<file path="config.mk">
export PLATFORM = sky130hd
export DESIGN_NAME = bist_pattern_controller
export DESIGN_NICKNAME = d
export VERILOG_FILES = /design/src/rtl/bist_pattern_controller.sv
export SDC_FILE = /design/constraint.sdc
export NUM_CORES = 1
export LEC_CHECK = 0
export ABC_AREA = 1
export CORE_MARGIN = 2
export CORE_UTILIZATION = 33
export DETAILED_ROUTE_END_ITERATION = 8
export HOLD_SLACK_MARGIN = 0.08
export PLACE_DENSITY = 0.58
export SLEW_MARGIN = 20
export SYNTH_ARGS = -nofsm -noshare
export SYNTH_HDL_FRONTEND = slang
export SYNTH_SLANG_ARGS = --single-unit
</file>
<file path="constraint.sdc">
create_clock -name CK -period 1.93 [get_ports CK]
set_input_delay 0.193 -clock CK [delete_from_list [all_inputs] [get_ports CK]]
set_output_delay 0.193 -clock CK [all_outputs]
set_load 0.1 [all_outputs]
</file>
<file path="src/rtl/bist_pattern_controller.sv">
// BIST sequencer: LFSR patterns drive a combinational CUT, responses fold into a MISR, final signature checked.
// Optional BIST_SIG_OUT_EN exposes the live MISR value on port sig.
module bist_pattern_controller #(
  parameter int                 NUM_PI     = 5,
  parameter int                 NUM_PO     = 2,
  parameter int                 MISR_W     = 8,
  parameter int                 PAT_CNT    = 32,
  parameter int                 SETTLE_CYC = 1,
  parameter logic [NUM_PI-1:0]  LFSR_SEED  = 5'h1F,
  parameter logic [NUM_PI-1:0]  LFSR_TAPS  = 5'h14,
  parameter logic [MISR_W-1:0]  MISR_TAPS  = 8'hB8,
  parameter logic [MISR_W-1:0]  GOLDEN_SIG = 8'h00
) (
  input  logic                           CK,
  input  logic                           RST,
  input  logic                           start,
  input  logic                           abort,
  output logic [NUM_PI-1:0]              cut_pi,
  input  logic [NUM_PO-1:0]              cut_po,
  output logic                           busy,
  output logic                           done,
  output logic                           pass,
  output logic [$clog2(PAT_CNT+1)-1:0]   pat_idx
`ifdef BIST_SIG_OUT_EN
  ,
  output logic [MISR_W-1:0]              sig
`endif
);

  localparam int IDX_W = $clog2(PAT_CNT+1);
  localparam int CNT_W = (SETTLE_CYC > 0) ? $clog2(SETTLE_CYC+1) : 1;
  localparam logic [IDX_W-1:0] LAST_IDX   = IDX_W'(PAT_CNT-1);
  localparam logic [IDX_W-1:0] MAX_IDX    = IDX_W'(PAT_CNT);
  localparam logic [CNT_W-1:0] SETTLE_END = CNT_W'(SETTLE_CYC);

  typedef enum logic [2:0] {
    S_IDLE,
    S_SEED,
    S_APPLY,
    S_CAPTURE,
    S_COMPARE,
    S_DONE
  } state_t;

  state_t              r_state;
  state_t              w_state_nxt;
  logic [NUM_PI-1:0]   r_lfsr;
  logic [MISR_W-1:0]   r_misr;
  logic [CNT_W-1:0]    r_settle;
  logic [NUM_PI-1:0]   r_cut_pi;
  logic [IDX_W-1:0]    r_pat_idx;
  logic                r_pass;
  logic                w_settle_done;
  logic                w_last_pat;
  logic [NUM_PI-1:0]   w_lfsr_nxt;
  logic [MISR_W-1:0]   w_misr_nxt;

  function automatic logic [NUM_PI-1:0] lfsr_step(input logic [NUM_PI-1:0] v);
    return {v[NUM_PI-2:0], ^(v & LFSR_TAPS)};
  endfunction

  function automatic logic [MISR_W-1:0] misr_step(input logic [MISR_W-1:0] v,
                                                  input logic [NUM_PO-1:0] po);
    return {v[MISR_W-2:0], ^(v & MISR_TAPS)} ^ MISR_W'(po);
  endfunction

  function automatic logic [IDX_W-1:0] idx_sat_inc(input logic [IDX_W-1:0] v);
    return (v >= MAX_IDX) ? MAX_IDX : v + 1'b1;
  endfunction

  assign w_settle_done = (r_settle == SETTLE_END);
  assign w_last_pat    = (r_pat_idx == LAST_IDX);
  assign w_lfsr_nxt    = lfsr_step(r_lfsr);
  assign w_misr_nxt    = misr_step(r_misr, cut_po);

  always_ff @(posedge CK or posedge RST) begin
    if (RST) r_state <= S_IDLE;
    else     r_state <= w_state_nxt;
  end

  always_comb begin
    w_state_nxt = r_state;
    case (r_state)
      S_IDLE,
      S_DONE:    if (start) w_state_nxt = S_SEED;
      S_SEED:    w_state_nxt = S_APPLY;
      S_APPLY:   if (w_settle_done) w_state_nxt = S_CAPTURE;
      S_CAPTURE: w_state_nxt = w_last_pat ? S_COMPARE : S_APPLY;
      S_COMPARE: w_state_nxt = S_DONE;
      default:   w_state_nxt = S_IDLE;
    endcase
    if (abort) w_state_nxt = S_IDLE;
  end

  // cut_pi is reloaded only on entry to APPLY, so it stays stable through APPLY and CAPTURE
  always_ff @(posedge CK or posedge RST) begin
    if (RST) begin
      r_lfsr    <= LFSR_SEED;
      r_misr    <= '0;
      r_settle  <= '0;
      r_cut_pi  <= '0;
      r_pat_idx <= '0;
      r_pass    <= 1'b0;
    end else if (abort) begin
      r_lfsr    <= LFSR_SEED;
      r_misr    <= '0;
      r_settle  <= '0;
      r_cut_pi  <= '0;
      r_pat_idx <= '0;
      r_pass    <= 1'b0;
    end else begin
      case (r_state)
        S_SEED: begin
          r_lfsr    <= LFSR_SEED;
          r_misr    <= '0;
          r_settle  <= '0;
          r_pat_idx <= '0;
          r_pass    <= 1'b0;
          r_cut_pi  <= LFSR_SEED;
        end
        S_APPLY: begin
          if (w_settle_done) r_settle <= '0;
          else               r_settle <= r_settle + 1'b1;
        end
        S_CAPTURE: begin
          r_misr    <= w_misr_nxt;
          r_lfsr    <= w_lfsr_nxt;
          r_pat_idx <= idx_sat_inc(r_pat_idx);
          r_cut_pi  <= w_last_pat ? '0 : w_lfsr_nxt;
        end
        S_COMPARE: begin
          r_pass <= (r_misr == GOLDEN_SIG);
        end
        default: begin
          r_cut_pi <= '0;
        end
      endcase
    end
  end

  assign cut_pi  = r_cut_pi;
  assign pat_idx = r_pat_idx;
  assign pass    = r_pass;
  assign done    = (r_state == S_DONE);
  assign busy    = (r_state == S_SEED) || (r_state == S_APPLY) ||
                   (r_state == S_CAPTURE) || (r_state == S_COMPARE);

`ifdef BIST_SIG_OUT_EN
  assign sig = r_misr;
`endif

endmodule
</file>
==> flow_metrics.py <==
metrics = {
    "timing": {
        "fin_setup_tns_ns": 0,
        "slew_headroom_pct": 75.8,
        "setup_violations": 0,
        "slew_viol_final": 0,
        "finClkSkew_ns": 0.0105,
        "rsz0062_at_grt": "no",
        "max_freq_ghz": 0.632,
        "final_hold_viol_count": 0,
        "fin_crit_ns": 1.58,
        "worst_slew_pin_slew_ns": 0.363,
        "fin_crit_sh_pct": 82.0,
    },
    "clock_tree": {
        "cts_sinks": 29,
        "cts_resized": 0,
        "clockBufferDepth": 2,
        "postCtsSetupBuffers": 0,
        "clkTransAtPathRegs_ns": 0.06,
        "clkLatencyLatePin_ns": 0.28,
        "ctsRootBufferMaster": "clkbuf_8",
        "tritoncts": "built",
        "numCtsBuffers": 5,
        "cts.hold.buffers_added": 0,
        "cts_max_level": 2,
    },
    "drt": {
        "routedWlPerCell_um": 11.2,
        "drc": 0,
        "vias": 1204,
        "drt_iter0_drc": 56,
        "via_per_inst": 4.60,
        "wirelength_um": 2940,
        "ant_nets": 0,
        "first_pass_iters": 4,
    },
    "global_routing": {
        "grt_max_degree": 30,
        "grt-ovfl-total": 0,
        "track_usage_pct": 13.3,
        "antenna_found_initial": 0,
        "grt_pass1_wl_um": 5140,
        "grt_pass1_vias": 1147,
    },
    "critical_path": {
        "slowest_delay_ns": 0.40,
        "path_cells": "inv_1, nand3_2, nand2_1, buf_12",
        "slowest_stage": "dfrtp_1",
        "worstSetupStartpointType": "flop",
        "required_ns": 1.74,
        "arrival_ns": 1.39,
        "crit_type": "reg -> out",
        "path_max_fanout": 7,
        "end_kind": "primary output",
        "path_buf_inv": 2,
        "cpLargestDelayFamily": "flip-flops",
    },
    "logic_synthesis": {
        "synth_cells": 180,
        "ys_types": 23,
        "syn_area_mm2": 0.00146,
        "syn_avg_cell_area_um2": 8.08,
        "synth-seq-cells": 29,
        "syn_nets": 189,
        "yosysSeqAreaShare_pct": 50.3,
        "yosysWarnings": 0,
    },
    "min_path": {
        "hold_class": "in -> async",
    },
    "die": {
        "io_pins": 20,
        "dieArea_mm2": 0.00496,
        "dieWidth_um": 70.4,
        "die_height_um": 70.4,
        "placement_rows": 24,
        "start_util_pct": 33.9,
        "coreArea_mm2": 0.00429,
    },
    "placement": {
        "post-dp-hpwl_um": 2180,
        "gp_congestion": 0.776,
        "port_buffers": 19,
        "numPlacedInstances": 254,
    },
    "power_and_ir_drop": {
        "power.density_mw_per_mm2": 813,
        "ir_drop_mv": 0.292,
        "p_leak_uw": 0.000923,
        "power_uw": 1480,
    },
    "layout": {
        "insertedDiodeCount": 0,
        "final_common_cell": "nand2_1",
        "drive_above_1_share_pct": 18.6,
        "area_delta_synth_final_pct": 24.8,
        "final_nets": 218,
        "fin_cells": 262,
        "mostFrequentLayoutCells": "nand2_1, inv_1, dfrtp_1",
    },
    "run": {
        "cap_violations": 0,
    },
    "status": {
        "status": "finished, final reports clean",
    },
}
[synth_stat cells, drive strengths merged]
| cell type | count | area (um^2) |
|---|---|---|
| nand2 | 54 | 205 |
| inv | 29 | 109 |
| dfrtp | 24 | 601 |
| nand3 | 15 | 90.1 |
| nor2 | 12 | 45.0 |
| o22ai | 10 | 62.6 |
| o21ai | 9 | 45.0 |
| dfstp | 5 | 131 |
| xnor2 | 4 | 35.0 |
| buf | 3 | 23.8 |
| ha | 3 | 37.5 |
| nand4 | 3 | 18.8 |
| nor3 | 3 | 15.0 |
| a21oi | 2 | 10.0 |
| a31oi | 1 | 6.26 |
| clkinv | 1 | 3.75 |
| o211ai | 1 | 7.51 |
| xor2 | 1 | 8.76 |
[layout make-up]
type,count,area [um^2]
flip-flops and latches,29,734
fillers,456,2480
clock buffers,8,90.1
inverters,30,113
multi-input cells,118,589
well taps,52,65.1
repair buffers,25,225
[through the flow]
step,instance area [um^2],hold slack (ns),worst slack [ns],util [%]
3_5_place_dp,1730,0.468,0.384,40.2
2_1_floorplan,1460,0.267,0.135,-
4_1_cts,1820,0.294,0.336,42.3
6_report,1820,0.277,0.347,42.3
3_3_place_gp,1730,0.469,0.369,40.2
5_1_grt,1820,0.350,0.283,42.3
[flip-flops by register name, indices dropped and copies added, names as in the netlist]
signal    count
r_state       3
r_lfsr        5
pat_idx       6
cut_pi        5
r_misr        8
r_settle      1
pass          1
[path summary, 6_finish.rpt]
path / from / to / slack, ns / cells after the start
min: RST / r_misr[0] / 0.28 / 3
max reg2reg: pat_idx[0] / cut_pi[1] / 0.48 / 6
max: r_state[1] / busy / 0.35 / 4
min in group CK: cut_pi[1] / cut_pi[1] / 0.48 / 2
min reg2reg: cut_pi[1] / cut_pi[1] / 0.48 / 2
max in group asynchronous: RST / r_lfsr[0] / 1.33 / 3
[worst min-delay path: stages]
cell	delay [ns]
clkdlybuf4s50_1	0.39
inv_1	0.05
buf_4	0.33
[cell families (layout without fill, tap and decap cells)]
kind of cell / Yosys count / after routing / synth area share, %
AO/OA/AOI/OAI: 23 / 23 / 9.03
adder cells (fa/ha/maj): 3 / 3 / 2.58
flip-flops: 29 / 29 / 50.3
XOR/XNOR: 5 / 5 / 3.01
buffers and inverters: 33 / 63 / 9.37
AND/OR/NAND/NOR: 87 / 87 / 25.7
[report_power, final]
part / total, uW / internal [uW] / switching [uW]
Combinational: 322 / 84.6 / 237
Sequential: 653 / 634 / 18.9
Clock: 503 / 290 / 213
[routing by layer]
layer | routed length (um) | part of all wire (%) | track usage [%]
met1 | 1450 | 49 | 17.7
met2 | 1300 | 44 | 19.8
met3 | 149 | 5.1 | 4.62
met4 | 43 | 1.5 | 5.13
met5 | 0 | 0 | 0
No activity file was read; power rests on OpenSTA's default activity.
